`config.mk`:
```
export PLATFORM = sky130hd
export DESIGN_NAME = gemm_issue_ctrl
export DESIGN_NICKNAME = d
export VERILOG_FILES = /design/src/rtl/gemm_issue_ctrl.sv
export SDC_FILE = /design/constraint.sdc
export NUM_CORES = 1
export LEC_CHECK = 0
export BUFFER_PORTS_ARGS = -buffer_cell sky130_fd_sc_hd__clkbuf_2
export CAP_MARGIN = 20
export CELL_PAD_IN_SITES_DETAIL_PLACEMENT = 0
export CELL_PAD_IN_SITES_GLOBAL_PLACEMENT = 1
export CORE_UTILIZATION = 37
export CTS_CLUSTER_DIAMETER = 80
export DETAILED_ROUTE_END_ITERATION = 12
export GPL_TIMING_DRIVEN = 1
export PLACE_DENSITY_LB_ADDON = 0.1
export RECOVER_POWER = 50
export SYNTH_ARGS = -nofsm -noshare
export SYNTH_HDL_FRONTEND = slang
export SYNTH_SLANG_ARGS = --single-unit
```
`constraint.sdc`:
```
create_clock -name clk -period 4.7 [get_ports clk]
set_clock_uncertainty 0.05 [all_clocks]
set_input_delay 0.94 -clock clk [delete_from_list [all_inputs] [get_ports clk]]
set_output_delay 0.94 -clock clk [all_outputs]
set_load 0.01 [all_outputs]
```
`src/rtl/gemm_issue_ctrl.sv`:
```
// gemm_issue_ctrl: latches GEMM operands, issues one command per instruction, stalls the pipeline until done, records latency; optional watchdog via GEMM_TIMEOUT_EN
module gemm_issue_ctrl #(
  parameter int LAT_W = 16,
  parameter int TIMEOUT_CYCLES = 4096
) (
  input  logic             clk,
  input  logic             rst,
  input  logic             gemm_instr,
  input  logic             flush,
  input  logic [2:0]       func3,
  input  logic [31:0]      rs1_data,
  input  logic [31:0]      rs2_data,
  output logic             cmd_valid,
  input  logic             cmd_ready,
  output logic [2:0]       cmd_op,
  output logic [31:0]      cmd_addr_a,
  output logic [31:0]      cmd_addr_b,
  input  logic             gemm_done,
  output logic             stall_o,
  output logic             retire_o,
  output logic             busy_o,
  output logic [LAT_W-1:0] last_lat,
  output logic             cmd_abort,
  output logic             err_o
);
  typedef enum logic [1:0] {IDLE, ISSUE, WAIT, DONE} state_t;
  state_t state, state_nxt;
  logic [LAT_W-1:0] cnt, cnt_inc;
  logic accept, timeout, finish;
  assign accept = (state == IDLE) & gemm_instr & ~flush;
  assign cnt_inc = &cnt ? cnt : cnt + 1'b1;
  assign finish = (state == WAIT) & (gemm_done | timeout);
`ifdef GEMM_TIMEOUT_EN
  localparam int WD_W = $clog2(TIMEOUT_CYCLES + 1);
  logic [WD_W-1:0] wd;
  logic err;
  assign timeout = (state == WAIT) & ~gemm_done & (wd == WD_W'(TIMEOUT_CYCLES - 1));
  assign cmd_abort = timeout & ~rst;
  assign err_o = err;
  always_ff @(posedge clk) begin
    if (rst) begin
      wd <= '0;
      err <= 1'b0;
    end else begin
      wd <= (state == WAIT) ? wd + 1'b1 : '0;
      err <= err | timeout;
    end
  end
`else
  logic unused_timeout;
  assign unused_timeout = TIMEOUT_CYCLES != 0;
  assign timeout = 1'b0;
  assign cmd_abort = 1'b0;
  assign err_o = 1'b0;
`endif
  always_comb begin
    state_nxt = state;
    cmd_valid = 1'b0;
    stall_o = 1'b0;
    retire_o = 1'b0;
    busy_o = state != IDLE;
    case (state)
      IDLE: begin
        state_nxt = accept ? ISSUE : IDLE;
        stall_o = accept;
      end
      ISSUE: begin
        state_nxt = cmd_ready ? WAIT : ISSUE;
        cmd_valid = 1'b1;
        stall_o = 1'b1;
      end
      WAIT: begin
        state_nxt = finish ? DONE : WAIT;
        stall_o = 1'b1;
      end
      default: begin
        state_nxt = IDLE;
        retire_o = 1'b1;
      end
    endcase
  end
  always_ff @(posedge clk) begin
    if (rst) begin
      state <= IDLE;
      cmd_op <= '0;
      cmd_addr_a <= '0;
      cmd_addr_b <= '0;
      cnt <= '0;
      last_lat <= '0;
    end else begin
      state <= state_nxt;
      if (accept) begin
        cmd_op <= func3;
        cmd_addr_a <= rs1_data;
        cmd_addr_b <= rs2_data;
      end
      cnt <= accept ? LAT_W'(1) : (state == WAIT) ? cnt_inc : cnt;
      if (finish) last_lat <= cnt_inc;
    end
  end
endmodule
```
[Yosys cells after proc, flatten, opt, wreduce, memory -nomap -nowiden]
Index checks and enable logic that the tools add are counted.
Word-level totals
  register bits after elaboration: 101
  latch bits: 0
  bits in writable memories: 0
  memory bits (read-only): 0
  input bits: 73
  output and inout port bits: 89
  logic and storage cells: 31
  memories: 0
Cells by class
  add/sub/neg operators: 1
  multiply operators: 0
  div/mod/pow operators: 0
  $lt $le $gt $ge: 0
  equality and inequality tests: 2
  shift-type cells: 0
  multiplexer cells: 10
  bitwise gates (word level): 4
  reduce and logical (&&, ||, !) cells: 7
Operators by type and width (number)
  16-bit by 1-bit adder with 16-bit output, second input constant: 1
  16-bit two-way mux: 1
  16-bit AND reduction: 1
  1-bit two-way mux: 6
  2-bit case mux with 3 select lines: 1
  2-bit nonzero test: 2
  2-bit OR reduction: 2
  1-bit bitwise AND: 3
  3-bit OR reduction: 1
  2-bit by 1-bit equality test with 1-bit output, second input constant: 1
  2-bit equality test, second input constant: 1
  2-bit zero test: 1
  2-bit two-way mux: 1
  1-bit case mux with 2 select lines: 1
  1-bit inverter: 1

[Longest topological paths before layout]
  depth in word-level cells: 5
  depth in mapped cells: 8

[Worst setup path after synthesis]
OpenSTA, ideal clock, no wires.
  path kind: input -> output
  start: input flush
  end: output stall_o
  arrival: 1.799 ns
  data required time: 3.710 ns
  slack: 1.911 ns
  stages: 5
  path buffers: 2
  path through: and3b_1 -> clkbuf_1 -> clkbuf_1 -> nor2_1 -> nor2_1
Between the ends
  cells in the longest elaborated chain, start to end: 3
Ends and longest elaborated chain
  start: declaration: RTL line 9  | input logic flush,
  1-bit inverter: RTL line 30  | assign accept = (state == IDLE) & gemm_instr & ~flush;
  1-bit bitwise AND: RTL line 30
  1-bit case mux with 2 select lines: RTL line 62  | case (state)
  end: declaration: RTL line 19  | output logic stall_o,
Every way passes these cells.

[Worst setup path in the final report]
  start: input rst
  end: register cmd_addr_b[5]
RTL lines
  start: declaration: RTL line 7  | input logic rst,
  end signal: assignment: RTL line 95  | cmd_addr_b <= rs2_data;
  end: declaration: RTL line 17  | output logic [31:0] cmd_addr_b,
No word-level cell between the ends.

==> results.tsv <==
stage	metric	value	unit
die	Initial Utilization	0.383	
clocking	post_cts resized	0	
timing	Slew headroom	-0.222	
run_status	violated checks	max-capacitance violations, max-slew violations	
logic_synthesis	largest family of logic cells by synthesized area	simple AND/OR/NAND/NOR gates	
placement	placed cells	777	
worst_setup_path	critical path type	input port to register	
logic_synthesis	Synth Cell Area	4190	sq um
global_routing	grt ovf	0	
routing	via count	3961	
logic_synthesis	asr flop ratio synth	0	
global_routing	Total Routing Usage GR	0.188	
timing	measured slew at the worst slew-check pin	1830	ps
clocking	Clock Latency Late Sink	340	ps
logic_synthesis	Post-synth EDFFs	0	
logic_synthesis	synth warn	0	
clocking	Max clock buf depth	2	
worst_setup_path	critical path data required time	4820	ps
clocking	H-Tree Depth	3	
worst_setup_path	cell family with the largest share of critical-path delay	buffers and inverters	
cells_and_area	Cell Count, Final, Fillers Out	794	
cells_and_area	share of layout cells above drive strength 1	0.164	
timing	f_max	299	MHz
placement	Buffers on Ports	159	
clocking	CTS tree	yes	
worst_setup_path	Critical path buffers and inverters	2	
global_routing	first-pass GRT wire length	17200	microns
worst_setup_path	worst reg2reg setup slack	2240	ps
routing	average wire per cell in the routed design	14.2	microns
routing	DR pass1 iterations	4	
placement	Final Wtd Congestion	0.786	
timing	final setup fails	0	
die	Core Box Area	10900	sq um
worst_setup_path	CP Depth	3	
global_routing	initial antenna violation count	0	
clocking	root buffer cell	clkbuf_16	
timing	Tmin final	3340	ps
logic_synthesis	simple-gate share of the synthesized area	0.246	
cells_and_area	fillers	1152	
worst_setup_path	max incr delay on CP	1290	ps
cells_and_area	Total Nets Final	728	
global_routing	vias in the first global route	3586	
timing	Final Cycle Share	0.712	
worst_setup_path	critical-path maximum fanout	56	
worst_setup_path	critical path capture point type	register	
timing	final hold vios	0	
clocking	Setup Buffers After CTS	0	
cells_and_area	Area growth syn-to-layout	24.4	%
die	Die Y-Extent	108	microns
clocking	hold buffer count at CTS	0	
logic_synthesis	Synth Area in Adders	0.0179	
logic_synthesis	Netlist cell types	51	
cells_and_area	# diodes	0	
die	# rows	38	
logic_synthesis	syn avg cell area	8.08	sq um
worst_setup_path	crit path DAT	3470	ps
worst_setup_path	CP Launch Type	input port	
power	largest vdd supply drop	0.177	mV
power	cell leakage power	1.95	nW
clocking	CTS sink count	101	
logic_synthesis	multiplexer share of the synthesized area	0.00478	
worst_setup_path	Slowest-stage cell, CP	clkbuf_1	
logic_synthesis	Seq cells post-synth	101	
logic_synthesis	Compound-Gate Fraction of Synth Area	0.186	
routing	DRC violations left	0	
min_path	Worst Hold Class	register to register	
logic_synthesis	Synth Area in XOR/XNOR	0.00837	
placement	DP HPWL	7670	microns
min_path	worst hold stages	2	
timing	RSZ-0062 raised after global routing	no	
die	# IOs	162	
run	max-cap violations	1	
clocking	CTS clk-pin slew, worst paths	70	ps
routing	final wirelength	11300	microns
routing	DR iter-0 viols	242	
run_status	outcome	complete, but fails checks	
global_routing	pin count of the biggest net entering global routing	69	
clocking	TritonCTS Buffers	9	
logic_synthesis	gate count of the mapped netlist	518	
timing	Final Max Tran Viols	36	
die	die area	11700	sq um
routing	Post-DRT Antenna Nets	0	
power	power per cell area	359	nW/um^2
worst_setup_path	critical path, cell by cell	clkbuf_1 -> clkbuf_2 -> a21oi_1	
die	Die Span X	108	microns
timing	post-route setup TNS	0	ps
routing	Via density	4.99	
logic_synthesis	fraction of the yosys area taken by sequential cells	0.483	
worst_setup_path	reg2reg path depth	5	
logic_synthesis	Main synth FF type	dfxtp_1	
## state kept, by name, indices dropped and copies added, names as in the netlist
signal	flops
cnt	16
cmd_op	3
cmd_addr_a	32
cmd_addr_b	32
last_lat	16
state	2
## final cells by class
type,instances,area [sq um],area share
tap,140,175,0.0336
inverter,8,30.0,0.00576
clock inverter,4,52.6,0.0101
clock buffer,12,267,0.0511
multi-input combinational,366,1950,0.374
timing repair buffer,163,717,0.138
sequential,101,2020,0.388
## placed cells by master, fill, tap and decap left out, types with 5 or more instances in the layout
cell type and count:
nand2_1 148, dfxtp_1 101, clkbuf_1 85, a21oi_1 83, clkbuf_2 75, nor2_1 25
o21ai_0 11, or3_1 10, clkbuf_16 9, inv_1 8, nand4_1 8, nand3_1 6
ha_1 6, a311oi_2 5
## through the flow
step | worst slack [ps] | area, sq um | hold slack, ps | util | power, mW
6_report | 1360 | 5210 | 402 | 0.477 | 1.87
2_1_floorplan | 1910 | 4190 | 426 | - | 1.03
3_5_place_dp | 2190 | 4990 | 397 | 0.457 | 1.12
5_1_grt | 1110 | 5210 | 424 | 0.477 | 1.95
3_3_place_gp | 2210 | 4990 | 391 | 0.457 | 1.12
4_1_cts | 2130 | 5310 | 406 | 0.486 | 1.91
## worst min-delay path: stages, from the launching register on
cell	delay [ps]
dfxtp_1	310
nand2_1	50
a21oi_1	50
## per-layer routing
metal | track usage | part of all wire | vias to the layer above
met1 | 0.234 | 0.46 | 1815
li1 | - | - | 2020
met2 | 0.310 | 0.46 | 112
met3 | 0.0416 | 0.060 | 14
met4 | 0.0849 | 0.017 | 0
met5 | 0 | 0 | -
## kinds of logic (layout without fill, tap and decap cells)
kind of cell	after synthesis	in the layout
buffers and inverters	52	187
multiplexers	2	2
other	1	2
flip-flops	101	101
AO/OA/AOI/OAI	128	128
XOR/XNOR	4	4
AND/OR/NAND/NOR	224	224
adder cells (fa/ha/maj)	6	6
## report_power, final
group	switching, mW	internal (mW)
combinational	0.115	0.0674
clock	0.323	0.459
sequential	0.0184	0.890
total	0.456	1.42
## worst paths after layout
check | start | end
setup / recovery | rst | cmd_addr_b[5]$_SDFFE_PP0P_
hold / removal | last_lat[6]$_SDFFE_PP0P_ | last_lat[6]$_SDFFE_PP0P_
setup reg to reg | cnt[0]$_SDFFE_PP0P_ | last_lat[9]$_SDFFE_PP0P_
hold reg to reg | last_lat[6]$_SDFFE_PP0P_ | last_lat[6]$_SDFFE_PP0P_
## Yosys cell counts (all sizes together), types with 6 or more instances
cell,instances,share of area
nor2,25,0.022
o21ai,13,0.016
nand2,148,0.13
buf,12,0.017
dfxtp,101,0.48
a21oi,83,0.099
inv,8,0.0072
nand3,8,0.012
clkbuf,32,0.029
nand4,10,0.022
or3,10,0.015
a311oi,9,0.026
ha,6,0.018
Note: power is estimated with default switching activity, not from simulation.
